## src/rtl/formation_pkg.sv

```systemverilog
// Shared types and fixed-point constants for the invader formation mover.
package formation_pkg;

  localparam int FRAC_BITS = 6;
  localparam int FP_W      = 18;

  typedef enum logic [1:0] {
    StMarch,
    StDescend,
    StHalt
  } state_e;

endpackage

```

## src/rtl/alive_extent.sv

```systemverilog
// Lowest and highest occupied column of the formation, plus an all-dead flag.
module alive_extent #(
  parameter int COLS  = 10,
  parameter int IDX_W = (COLS > 1) ? $clog2(COLS) : 1
) (
  input  logic [COLS-1:0]  alive,
  output logic [IDX_W-1:0] left_idx,
  output logic [IDX_W-1:0] right_idx,
  output logic             empty
);

  // Scanning in opposite directions lets the last hit win in each loop.
  always_comb begin
    left_idx  = '0;
    right_idx = '0;
    for (int i = COLS - 1; i >= 0; i--) begin
      if (alive[i]) left_idx = IDX_W'(i);
    end
    for (int i = 0; i < COLS; i++) begin
      if (alive[i]) right_idx = IDX_W'(i);
    end
  end

  assign empty = ~|alive;

endmodule

```

## src/rtl/formation_mover.sv

```systemverilog
// Moves the invader formation: marches sideways, bounces off the margins, drops a row,
// and halts when it lands or when every column is dead.
module formation_mover
  import formation_pkg::*;
#(
  parameter int COLS       = 10,
  parameter int COL_W      = 32,
  parameter int SCREEN_W   = 640,
  parameter int MARGIN     = 32,
  parameter int INIT_X     = 33,
  parameter int INIT_Y     = 32,
  parameter int INIT_SPEED = 15,
  parameter int SPEED_INC  = 5,
  parameter int MAX_SPEED  = 255,
  parameter int DROP_Y     = 32,
  parameter int BOTTOM_Y   = 400
) (
  input  logic               clk,
  input  logic               resetN,
  input  logic               startOfFrame,
  input  logic               enable,
  input  logic               restart,
  input  logic [COLS-1:0]    alive_cols,
  output logic signed [10:0] topLeftX,
  output logic signed [10:0] topLeftY,
  output logic               dir_right,
  output logic               descend,
  output logic               reached_bottom,
  output logic               empty
);

  localparam int IDX_W  = (COLS > 1) ? $clog2(COLS) : 1;
  localparam int EXT_W  = FP_W + 6;
  localparam int ONE_PX = 1 << FRAC_BITS;

  localparam logic signed [FP_W-1:0]  InitXFp  = FP_W'(INIT_X * ONE_PX);
  localparam logic signed [FP_W-1:0]  InitYFp  = FP_W'(INIT_Y * ONE_PX);
  localparam logic signed [FP_W-1:0]  DropFp   = FP_W'(DROP_Y * ONE_PX);
  localparam logic signed [FP_W-1:0]  BottomFp = FP_W'(BOTTOM_Y * ONE_PX);
  localparam logic signed [EXT_W-1:0] RightLim = EXT_W'((SCREEN_W - MARGIN) * ONE_PX);
  localparam logic signed [EXT_W-1:0] LeftLim  = EXT_W'(MARGIN * ONE_PX);

  state_e                  state_q, state_d;
  logic signed [FP_W-1:0]  x_q, x_d, y_q, y_d;
  logic [8:0]              speed_q, speed_d;
  logic                    dir_q, dir_d;
  logic                    descend_q, descend_d;
  logic                    landed_q, landed_d;

  logic [IDX_W-1:0]        left_idx, right_idx;
  logic                    all_dead;
  logic                    frame_ok;
  logic signed [EXT_W-1:0] x_ext, spd_ext, xn, left_off, right_off;
  logic                    hit_edge;
  logic [9:0]              spd_sum;
  logic [8:0]              spd_bounce;
  logic signed [FP_W-1:0]  y_new;
  logic                    at_bottom;

  alive_extent #(
    .COLS  (COLS),
    .IDX_W (IDX_W)
  ) u_extent (
    .alive     (alive_cols),
    .left_idx  (left_idx),
    .right_idx (right_idx),
    .empty     (all_dead)
  );

  assign frame_ok = startOfFrame && enable && !restart;

  assign x_ext     = EXT_W'(x_q);
  assign spd_ext   = EXT_W'(speed_q);
  assign xn        = dir_q ? (x_ext + spd_ext) : (x_ext - spd_ext);
  assign left_off  = EXT_W'(int'(left_idx) * COL_W * ONE_PX);
  assign right_off = EXT_W'((int'(right_idx) + 1) * COL_W * ONE_PX);
  assign hit_edge  = dir_q ? ((xn + right_off) > RightLim) : ((xn + left_off) < LeftLim);

  assign spd_sum    = {1'b0, speed_q} + 10'(SPEED_INC);
  assign spd_bounce = (spd_sum > 10'(MAX_SPEED)) ? 9'(MAX_SPEED) : spd_sum[8:0];

  assign y_new     = y_q + DropFp;
  assign at_bottom = y_new >= BottomFp;

  always_ff @(posedge clk or negedge resetN) begin
    if (!resetN) begin
      state_q   <= StMarch;
      x_q       <= InitXFp;
      y_q       <= InitYFp;
      speed_q   <= 9'(INIT_SPEED);
      dir_q     <= 1'b1;
      descend_q <= 1'b0;
      landed_q  <= 1'b0;
    end else begin
      state_q   <= state_d;
      x_q       <= x_d;
      y_q       <= y_d;
      speed_q   <= speed_d;
      dir_q     <= dir_d;
      descend_q <= descend_d;
      landed_q  <= landed_d;
    end
  end

  // An empty mask halts immediately, without waiting for a frame; restart overrides all.
  always_comb begin
    state_d = state_q;
    case (state_q)
      StMarch:   if (frame_ok && hit_edge) state_d = StDescend;
      StDescend: if (frame_ok) state_d = at_bottom ? StHalt : StMarch;
      StHalt:    state_d = StHalt;
      default:   state_d = StMarch;
    endcase
    if (all_dead) state_d = StHalt;
    if (restart)  state_d = StMarch;
  end

  always_comb begin
    x_d       = x_q;
    y_d       = y_q;
    speed_d   = speed_q;
    dir_d     = dir_q;
    descend_d = 1'b0;
    landed_d  = landed_q;
    if (restart) begin
      x_d      = InitXFp;
      y_d      = InitYFp;
      speed_d  = 9'(INIT_SPEED);
      dir_d    = 1'b1;
      landed_d = 1'b0;
    end else if (frame_ok && !all_dead) begin
      case (state_q)
        StMarch: begin
          if (hit_edge) begin
            dir_d   = !dir_q;
            speed_d = spd_bounce;
          end else begin
            x_d = FP_W'(xn);
          end
        end
        StDescend: begin
          y_d       = y_new;
          descend_d = 1'b1;
          landed_d  = at_bottom;
        end
        default: ;
      endcase
    end
  end

  always_comb begin
    topLeftX       = 11'(x_q >>> FRAC_BITS);
    topLeftY       = 11'(y_q >>> FRAC_BITS);
    dir_right      = dir_q;
    descend        = descend_q;
    reached_bottom = (state_q == StHalt) && landed_q;
    empty          = all_dead;
  end

endmodule

```

## config.mk

```make
export PLATFORM = sky130hd
export DESIGN_NAME = formation_mover
export DESIGN_NICKNAME = d
export VERILOG_FILES = /design/src/rtl/formation_pkg.sv /design/src/rtl/alive_extent.sv /design/src/rtl/formation_mover.sv
export SDC_FILE = /design/constraint.sdc
export NUM_CORES = 1
export LEC_CHECK = 0
export CORE_MARGIN = 1
export CORE_UTILIZATION = 63
export CTS_BUF_LIST = sky130_fd_sc_hd__clkbuf_16
export CTS_CLUSTER_SIZE = 8
export DETAILED_ROUTE_END_ITERATION = 7
export MAX_ROUTING_LAYER = met4
export PLACE_DENSITY = 0.92
export SETUP_SLACK_MARGIN = 0.2
export SYNTH_ARGS = -nofsm -noshare
export SYNTH_HDL_FRONTEND = slang
export SYNTH_HIERARCHICAL = 1
export SYNTH_SLANG_ARGS = --single-unit
export TNS_END_PERCENT = 1
```

## constraint.sdc

```tcl
create_clock -name clk -period 10.9 [get_ports clk]
set_input_delay 2.725 -clock clk [delete_from_list [all_inputs] [get_ports clk]]
set_output_delay 2.725 -clock clk [all_outputs]
set_load 0.05 [all_outputs]
```

* Word-level counts from Yosys, hierarchy flattened
Cells that the tools add are included.
** Word-level totals
- Flip-flop bits (word level) :: 50
- Output and inout port bits :: 26
** Operators by class
- $add $sub $neg :: 7
- $lt $le $gt $ge :: 4
- Eq/ne operators :: 5
- Multiplexer cells :: 49
- Reductions and logical operators :: 18
** Operators with widths (count)
- two-way mux 18 bit :: 7
- two-way mux 4 bit :: 12
- two-way mux 9 bit :: 5
- adder 24 x 16 -> 24 bit :: 1
- adder 24 x 17 -> 24 bit :: 1
- > comparator 24 x 17 -> 1 bit, second input constant :: 1
- less-than comparator 24 x 13 -> 1 bit, second input constant :: 1
- two-way mux 24 bit :: 1
- adder 18 x 10 -> 19 bit :: 1
- subtractor 18 x 10 -> 19 bit :: 1
- adder 18 x 13 -> 18 bit, second input constant :: 1
- >= comparator 18 x 16 -> 1 bit, second input constant :: 1
- two-way mux 2 bit :: 7
- two-way mux 1 bit :: 12
- two-way mux 3 bit :: 4
- adder 9 x 3 -> 10 bit, second input constant :: 1
- > comparator 10 x 8 -> 1 bit, second input constant :: 1
- OR reduction 10 bit :: 1
- != test 4 bit, second input constant :: 2
- nonzero test 2 bit :: 4
- one-hot mux 2 bit (3 select lines) :: 1
- AND reduction 3 bit :: 2
- adder 4 x 1 -> 5 bit, second input constant :: 1
- logical AND 1 bit :: 5
- 6 further kinds :: 9

* Logic depth before layout (Yosys ltp)
Gate-level depths: netlist (run 1).
- Depth in word-level cells :: 18
- Mapped depth :: 29
- Depth with buffers taken out :: 26

* By module
The synthesis (run 1) kept the hierarchy.
** By module, submodules not included
- formation_mover :: times used 1, cells an instance 465, area each 3890.0 sq um, seq. area each 985.9 sq um
- alive_extent :: times used 1, cells an instance 28, area each 165.2 sq um, seq. area each 0.0 sq um

* Least setup slack after synthesis (run 1)
OpenSTA, ideal clock, no wires.
- Path type :: input-to-output
- Start :: input port alive_cols[5]
- End :: output port empty
- Arrival :: 3.921 ns
- Path slack :: 4.254 ns
- Stages on the path :: 3
- Buffers on the path :: 0
- Cells stage by stage :: nor4_2 > nand2_1 > nor2_1
** Between the ends
- Longest elaborated chain between the ends :: 2
** RTL lines
- from (decl) :: RTL line formation_mover.sv:23 : input logic [COLS-1:0] alive_cols,
- OR reduction 10 bit :: RTL line alive_extent.sv:24 : assign empty = ~|alive;
- logical NOT 1 bit :: RTL line alive_extent.sv:24
- to (decl) :: RTL line formation_mover.sv:29 : output logic empty
No other way between the ends.

* Worst setup path after layout (run 1)
- Start :: input port alive_cols[3]
- End :: output port empty
Same word-level chain as after synthesis.

==> results of run 1 <==
[critical path: stages]
cell and delay (ps):
clkdlybuf4s50_1 480, nor4_1 490, nand2_1 110, nor2_1 310
clkdlybuf4s50_1 880
[per-layer routing]
| metal | vias up | wire length, µm | GRT usage, % |
|---|---|---|---|
| met3 | 30 | 550 | 5.055 |
| met1 | 1789 | 4209 | 38.59 |
| met2 | 151 | 4941 | 54.71 |
| met5 | - | 0 | - |
| li1 | 1765 | - | - |
| met4 | 0 | 286 | 12.46 |
[state kept, by name, indices dropped and copies added (netlist names)]
| signal | flops |
|---|---|
| state_q | 2 |
| speed_q | 9 |
| landed_q | 1 |
| y_q | 7 |
| x_q | 18 |
| descend | 1 |
| dir_right | 1 |
[how the worst max path moves through the flow]
| stage | from | slack, ps | end |
|---|---|---|---|
| after floorplan | alive_cols[5] | 4250 | empty |
| after global placement | alive_cols[2] | 3290 | empty |
| after detailed placement | alive_cols[3] | 3240 | empty |
| after CTS | alive_cols[3] | 3220 | empty |
| after global routing | alive_cols[3] | 3060 | empty |
| final | alive_cols[3] | 3180 | empty |
[layout by cell type, fill, tap and decap left out, types with 3 or more instances in the layout]
master,Yosys,routed
clkbuf_16,0,5
dfrtp_1,31,31
mux2i_1,15,15
o21bai_1,4,4
nor2_1,40,40
a21o_1,9,9
o31ai_1,3,3
and3_1,7,7
o21ai_0,16,16
clkdlybuf4s50_1,0,34
a211oi_1,5,5
conb_1,1,5
nand3_1,9,9
inv_1,26,26
nor2b_1,14,14
xnor2_1,14,14
ha_1,32,32
nand2b_1,4,4
a31oi_1,9,9
xor2_1,19,19
or2_2,3,3
and2_1,5,5
mux2_1,6,6
nor4_1,4,4
fa_1,3,3
a41oi_1,4,4
a221o_1,4,4
o211ai_1,5,5
dfstp_2,8,8
a21oi_1,36,36
nand2_1,54,54
nand4_1,5,5
nor3_1,13,13
[logic make-up (layout without fill, tap and decap cells)]
logic type,count (synthesis),after routing,share of synthesized area [%]
xor+xnor,34,34,7.529
fa+ha+maj,35,35,11.35
compound gates,120,120,20.21
buf+inv,66,71,8.608
simple gates,175,175,21.97
mux,23,23,5.924
other cells,1,5,0.09248
flops,39,39,24.31
[per-stage QoR]
stage               power [W]  setup WS [ps]  instance area [µm²]  cells
floorplan           0.0005952           4254                 4070    497
CTS                 0.0008763           3217                 4437    577
global route        0.0009421           3062                 4437    577
finish              0.0008843           3178                 4437    577
global placement    0.0006763           3294                 4265    569
detailed placement  0.0006889           3237                 4265    569
[cell type report]
type                       instances  share of cell area (%)
multi-input combinational        392                   61.65
sequential                        39                   22.22
timing repair buffer              35                   7.783
tap                               75                   2.115
clock inverter                     3                   1.043
inverter                          28                   2.369
clock buffer                       5                   2.820
[power by group through the flow]
stage                     clock, W  sequential [W]  combinational, W
after floorplan                  0        0.000188          0.000407
after global placement           0        0.000198          0.000478
after detailed placement         0        0.000200          0.000489
after CTS                 0.000173        0.000198          0.000506
after global routing      0.000178        0.000202          0.000563
final                     0.000172        0.000199          0.000513
==> run metrics, run 1 <==
Final Cycle Share between 70% and 80%; routed wire length 9988 µm; R2R depth 25; maximum VDD drop between 0.1 and 0.15 mV; Fin Setup TNS 0 ps; DR WL/cell between 15 and 20 µm; area grow syn2layout 9.411%; post_cts resized 0; CTS tree done; top cells by count, synth nand2_1, nor2_1, a21oi_1; Min-Delay Endpoint x_q[5]$_DFFE_PN0P_; Finish-stage setup viols 0; Fmax about 0.13 GHz; hpwl dp just over 7000 µm; Via Count about 3,700; Layout Skew approximately 11 ps; filler instances 461; Cell variety after synth 73; layout cell share with drive strength beyond 1 6.773%; Pint just under 0.0005 W; GRT Util Overall between 30 and 40%; top cell type's share of synthesized area a little under a fifth; Flop pwr share between 20% and 30%; CP required 8180 ps; Startpoint Class input pin; CP Capture Type output pin; Leak Pwr 2.060 nW; RR Endpoint x_q[14]$_DFFE_PN0P_; via/cell ratio about 6.5; Final min period 7722 ps; Pwr Density ~200 nW/µm²; Initial Utilization roughly 67%; Sink Count 39; IO buf count 35; Clock Latency Late Sink 290 ps; 1st-pass router iterations 5; antenna viol nets, final 0; Core Region between 6000 and 7000 µm²; DIE WIDTH 82.23 µm; die span in y between 80 and 90 µm; Syn Inst Count just under 500; most frequent cell after synthesis nand2_1; Switch Pwr 0.0003996 W; CTS max path bufs 2; hold_buf cts 0; Syn Area/Cell between 8 and 9 µm²; R2R Path Start speed_q[4]$_DFFE_PN0P_; Post-synth top flop dfrtp_1; Nets around 550; first-pass GRT wire length roughly 16,000 µm; Final Hold Vio Count 0; I/O pin cnt 41; RSZ-0062 raised after global routing false; initial antenna violation count 0; vias in the first global route 3,536; crit path max fanout 5; worst-margin pin slew approximately 970 ps; combinational share of power a little under 60%; worst hold slack approximately 550 ps; Min-Delay Path Class register to register; worst hold start x_q[5]$_DFFE_PN0P_; Post-synth EDFFs 0; Diodes inserted 0; hold depth 2; R2R Setup Slk roughly 3600 ps; Syn Std Cell Area ~4100 µm²; critical path type input pin to output pin; Data arrival, critical path 5000 ps; post-synthesis async set-or-reset flop share 100.0%; Seq/Total Area, Yosys 24.31%; routability cong. 0.9521; largest net degree at the start of global routing 40; Core Rows 28; clk root buf clkbuf_16; total grt overflow 0; Multi-input gate area 2735 µm²; Max Slew Vio Count 0; htree depth 2; Register Area around 990 µm²; relative slew slack around a third; status finished clean; DRC violations left 0; Final Core Density approximately three quarters; biggest area consumer among synthesized cells dfrtp_1; Area contributors post-synth dfrtp_1, ha_1, dfstp_2, nand2_1, a21oi_1; clock buffer count from CTS 5; clock power share 19.5%; Iteration-0 DRC Markers 297; post-CTS setup buffer count 0; die area a little under 7000 µm²; Syn. warnings 6; sw frac between 40% and 50%; Max Cap Viol 0; Seq cells post-synth 39; Worst-path clk slew 60 ps
Note: power is estimated with default switching activity, not from simulation.
==> run 2: changes to the inputs <==
--- a/config.mk
+++ b/config.mk
@@ -6,12 +6,12 @@
 export NUM_CORES = 1
 export LEC_CHECK = 0
 export CORE_MARGIN = 1
-export CORE_UTILIZATION = 63
+export CORE_UTILIZATION = 59
 export CTS_BUF_LIST = sky130_fd_sc_hd__clkbuf_16
 export CTS_CLUSTER_SIZE = 8
 export DETAILED_ROUTE_END_ITERATION = 7
 export MAX_ROUTING_LAYER = met4
-export PLACE_DENSITY = 0.92
+export PLACE_DENSITY = 0.87
 export SETUP_SLACK_MARGIN = 0.2
 export SYNTH_ARGS = -nofsm -noshare
 export SYNTH_HDL_FRONTEND = slang
==> constraint.sdc (replaced) <==
create_clock -name clk -period 8.1 [get_ports clk]
set_input_delay 2.025 -clock clk [delete_from_list [all_inputs] [get_ports clk]]
set_output_delay 2.025 -clock clk [all_outputs]
set_load 0.05 [all_outputs]
==> run metrics, run 2 (same netlist as run 1, synthesis figures left out) <==
DIE WIDTH approximately 85 µm; Worst-path clk slew ~70 ps; layout cell share with drive strength beyond 1 approximately 7.0%; initial antenna violation count 0; R2R depth 25; clock buffer count from CTS 5; Final Cycle Share 86.04%; post_cts resized 0; critical path depth 25; Max Cap Viol 0; Sink Count 39; slowest stage cell, crit path nor4_4; worst-margin pin slew between 900 and 1000 ps; die area approximately 7200 µm²; htree depth 2; Leak Pwr 2.050 nW; Initial Utilization 62.43%; Final min period ~7000 ps; critical path type register to register; Nets between 500 and 600; Diodes inserted 0; vias in the first global route ~3,500; failing checks design-rule violations; Register Area 985.9 µm²; GRT Util Overall approximately 30%; Data arrival, critical path roughly 7100 ps; Setup WS post-layout 1131 ps; hold depth 2; critical path buffer and inverter count 1; crit-path most repeated cell nand2_1; Finish-stage setup viols 0; area grow syn2layout 9.102%; worst hold start x_q[5]$_DFFE_PN0P_; Layout Skew 3.714 ps; antenna viol nets, final 0; CTS max path bufs 2; CP Capture Type register; Fin Setup TNS 0 ps; hpwl dp between 7000 and 8000 µm; Via Count between 3,000 and 4,000; R2R Path Start speed_q[4]$_DFFE_PN0P_; I/O pin cnt just over 40; status finished with violations; crit path max fanout 18; via/cell ratio ~6.3; CP top delay family simple AND/OR/NAND/NOR gates; clk root buf clkbuf_16; Clock Latency Late Sink around 290 ps; Iteration-0 DRC Markers ~240; Largest Register x_q; first-pass GRT wire length roughly 16,000 µm; IO buf count 35; DR WL/cell between 15 and 20 µm; commonest non-fill, non-tap cell in the layout nand2_1; total grt overflow 0; Critical Path Max Stage Delay about 550 ps; maximum VDD drop about 0.14 mV; Setup WS pre-CTS 1306 ps; RSZ-0062 raised after global routing false; Final Hold Vio Count 0; Core Rows 29; 1st-pass router iterations 7; CP Launch Point speed_q[4]$_DFFE_PN0P_; hold_buf cts 0; routed wire length between 9000 and 10,000 µm; overall power 0.001161 W; Max Slew Vio Count 0; Pwr Density about 260 nW/µm²; routability cong. 0.9930; DRC violations left 3; CP required between 8000 and 9000 ps; die span in y approximately 85 µm; Core Region around 6500 µm²; relative slew slack 38.92%; filler instances between 500 and 600; Largest regs x_q (18), speed_q (9), y_q (7); Fmax approximately 0.14 GHz; Multi-input gate area 2735 µm²; worst hold slack ~560 ps; max reg flops 18; Final Core Density between 60% and 70%; Min-Delay Path Class register to register; commonest non-fill, non-tap cells in the layout nand2_1, nor2_1, a21oi_1; post-CTS setup buffer count 0; Startpoint Class register; largest net degree at the start of global routing 40; CTS tree done
## run 2: changes by cell type in the layout (fill, tap and decap cells not counted)
cell | before | now
buf_4 | 0 | 1
bufinv_16 | 1 | 0
clkinvlp_4 | 1 | 2
## run 2: power breakdown
group	leakage (nW)	switching [W]	internal, W
registers	0.515	0.0000408	0.000227
logic	1.47	0.000409	0.000279
clock network	0.0664	0.0000905	0.000115
total	2.05	0.000540	0.000621
## run 2: path summary, 6_finish.rpt
check | slack, ps | end
min in group asynchronous | 1860 | x_q[15]$_DFFE_PN0P_
worst min register to register | 560 | x_q[5]$_DFFE_PN0P_
worst max register to register | 1130 | x_q[13]$_DFFE_PN0P_
worst min-delay path | 560 | x_q[5]$_DFFE_PN0P_
worst max-delay path | 1130 | x_q[13]$_DFFE_PN0P_
max in group asynchronous | 5660 | x_q[13]$_DFFE_PN0P_
## run 2: stage by stage
stage,area (µm²),instances
after floorplan,4070,497
final,4424,580
after detailed placement,4275,572
after CTS,4424,580
after global routing,4424,580
after global placement,4275,572
## run 2: cell type report
type	count	share of cell area [%]
Multi-Input combinational cell	392	61.82
Sequential cell	39	22.29
Timing Repair Buffer	36	7.975
Clock buffer	5	2.828
Inverter	28	2.376
Tap cell	77	2.178
Clock inverter	3	0.5373
## run 2: worst register-to-register path, cell delays in order (launching register included)
cell and delay [ps]:
dfrtp_1 480, nor4_4 550, nand2_1 110, nor3_1 180
ha_1 270, mux2_2 270, ha_1 440, nand2_1 90
a2111oi_0 430, a211o_1 270, nand2_1 70, nand2_1 70
a21oi_1 90, xor2_1 430, inv_1 140, ha_1 320
a21o_1 180, a21oi_1 250, xnor2_1 180, nand3_1 90
or4_1 430, nor4_1 360, o221a_2 310, nor3_2 80
nand2b_4 350, mux2_1 400
## run 2: per-layer routing
layer | GRT usage [%] | wire length, µm | vias up
li1 | - | - | 1760
met1 | 36.53 | 4318 | 1739
met2 | 50.55 | 4922 | 129
met3 | 3.599 | 463 | 25
met4 | 9.091 | 271 | 0
met5 | - | 0 | -
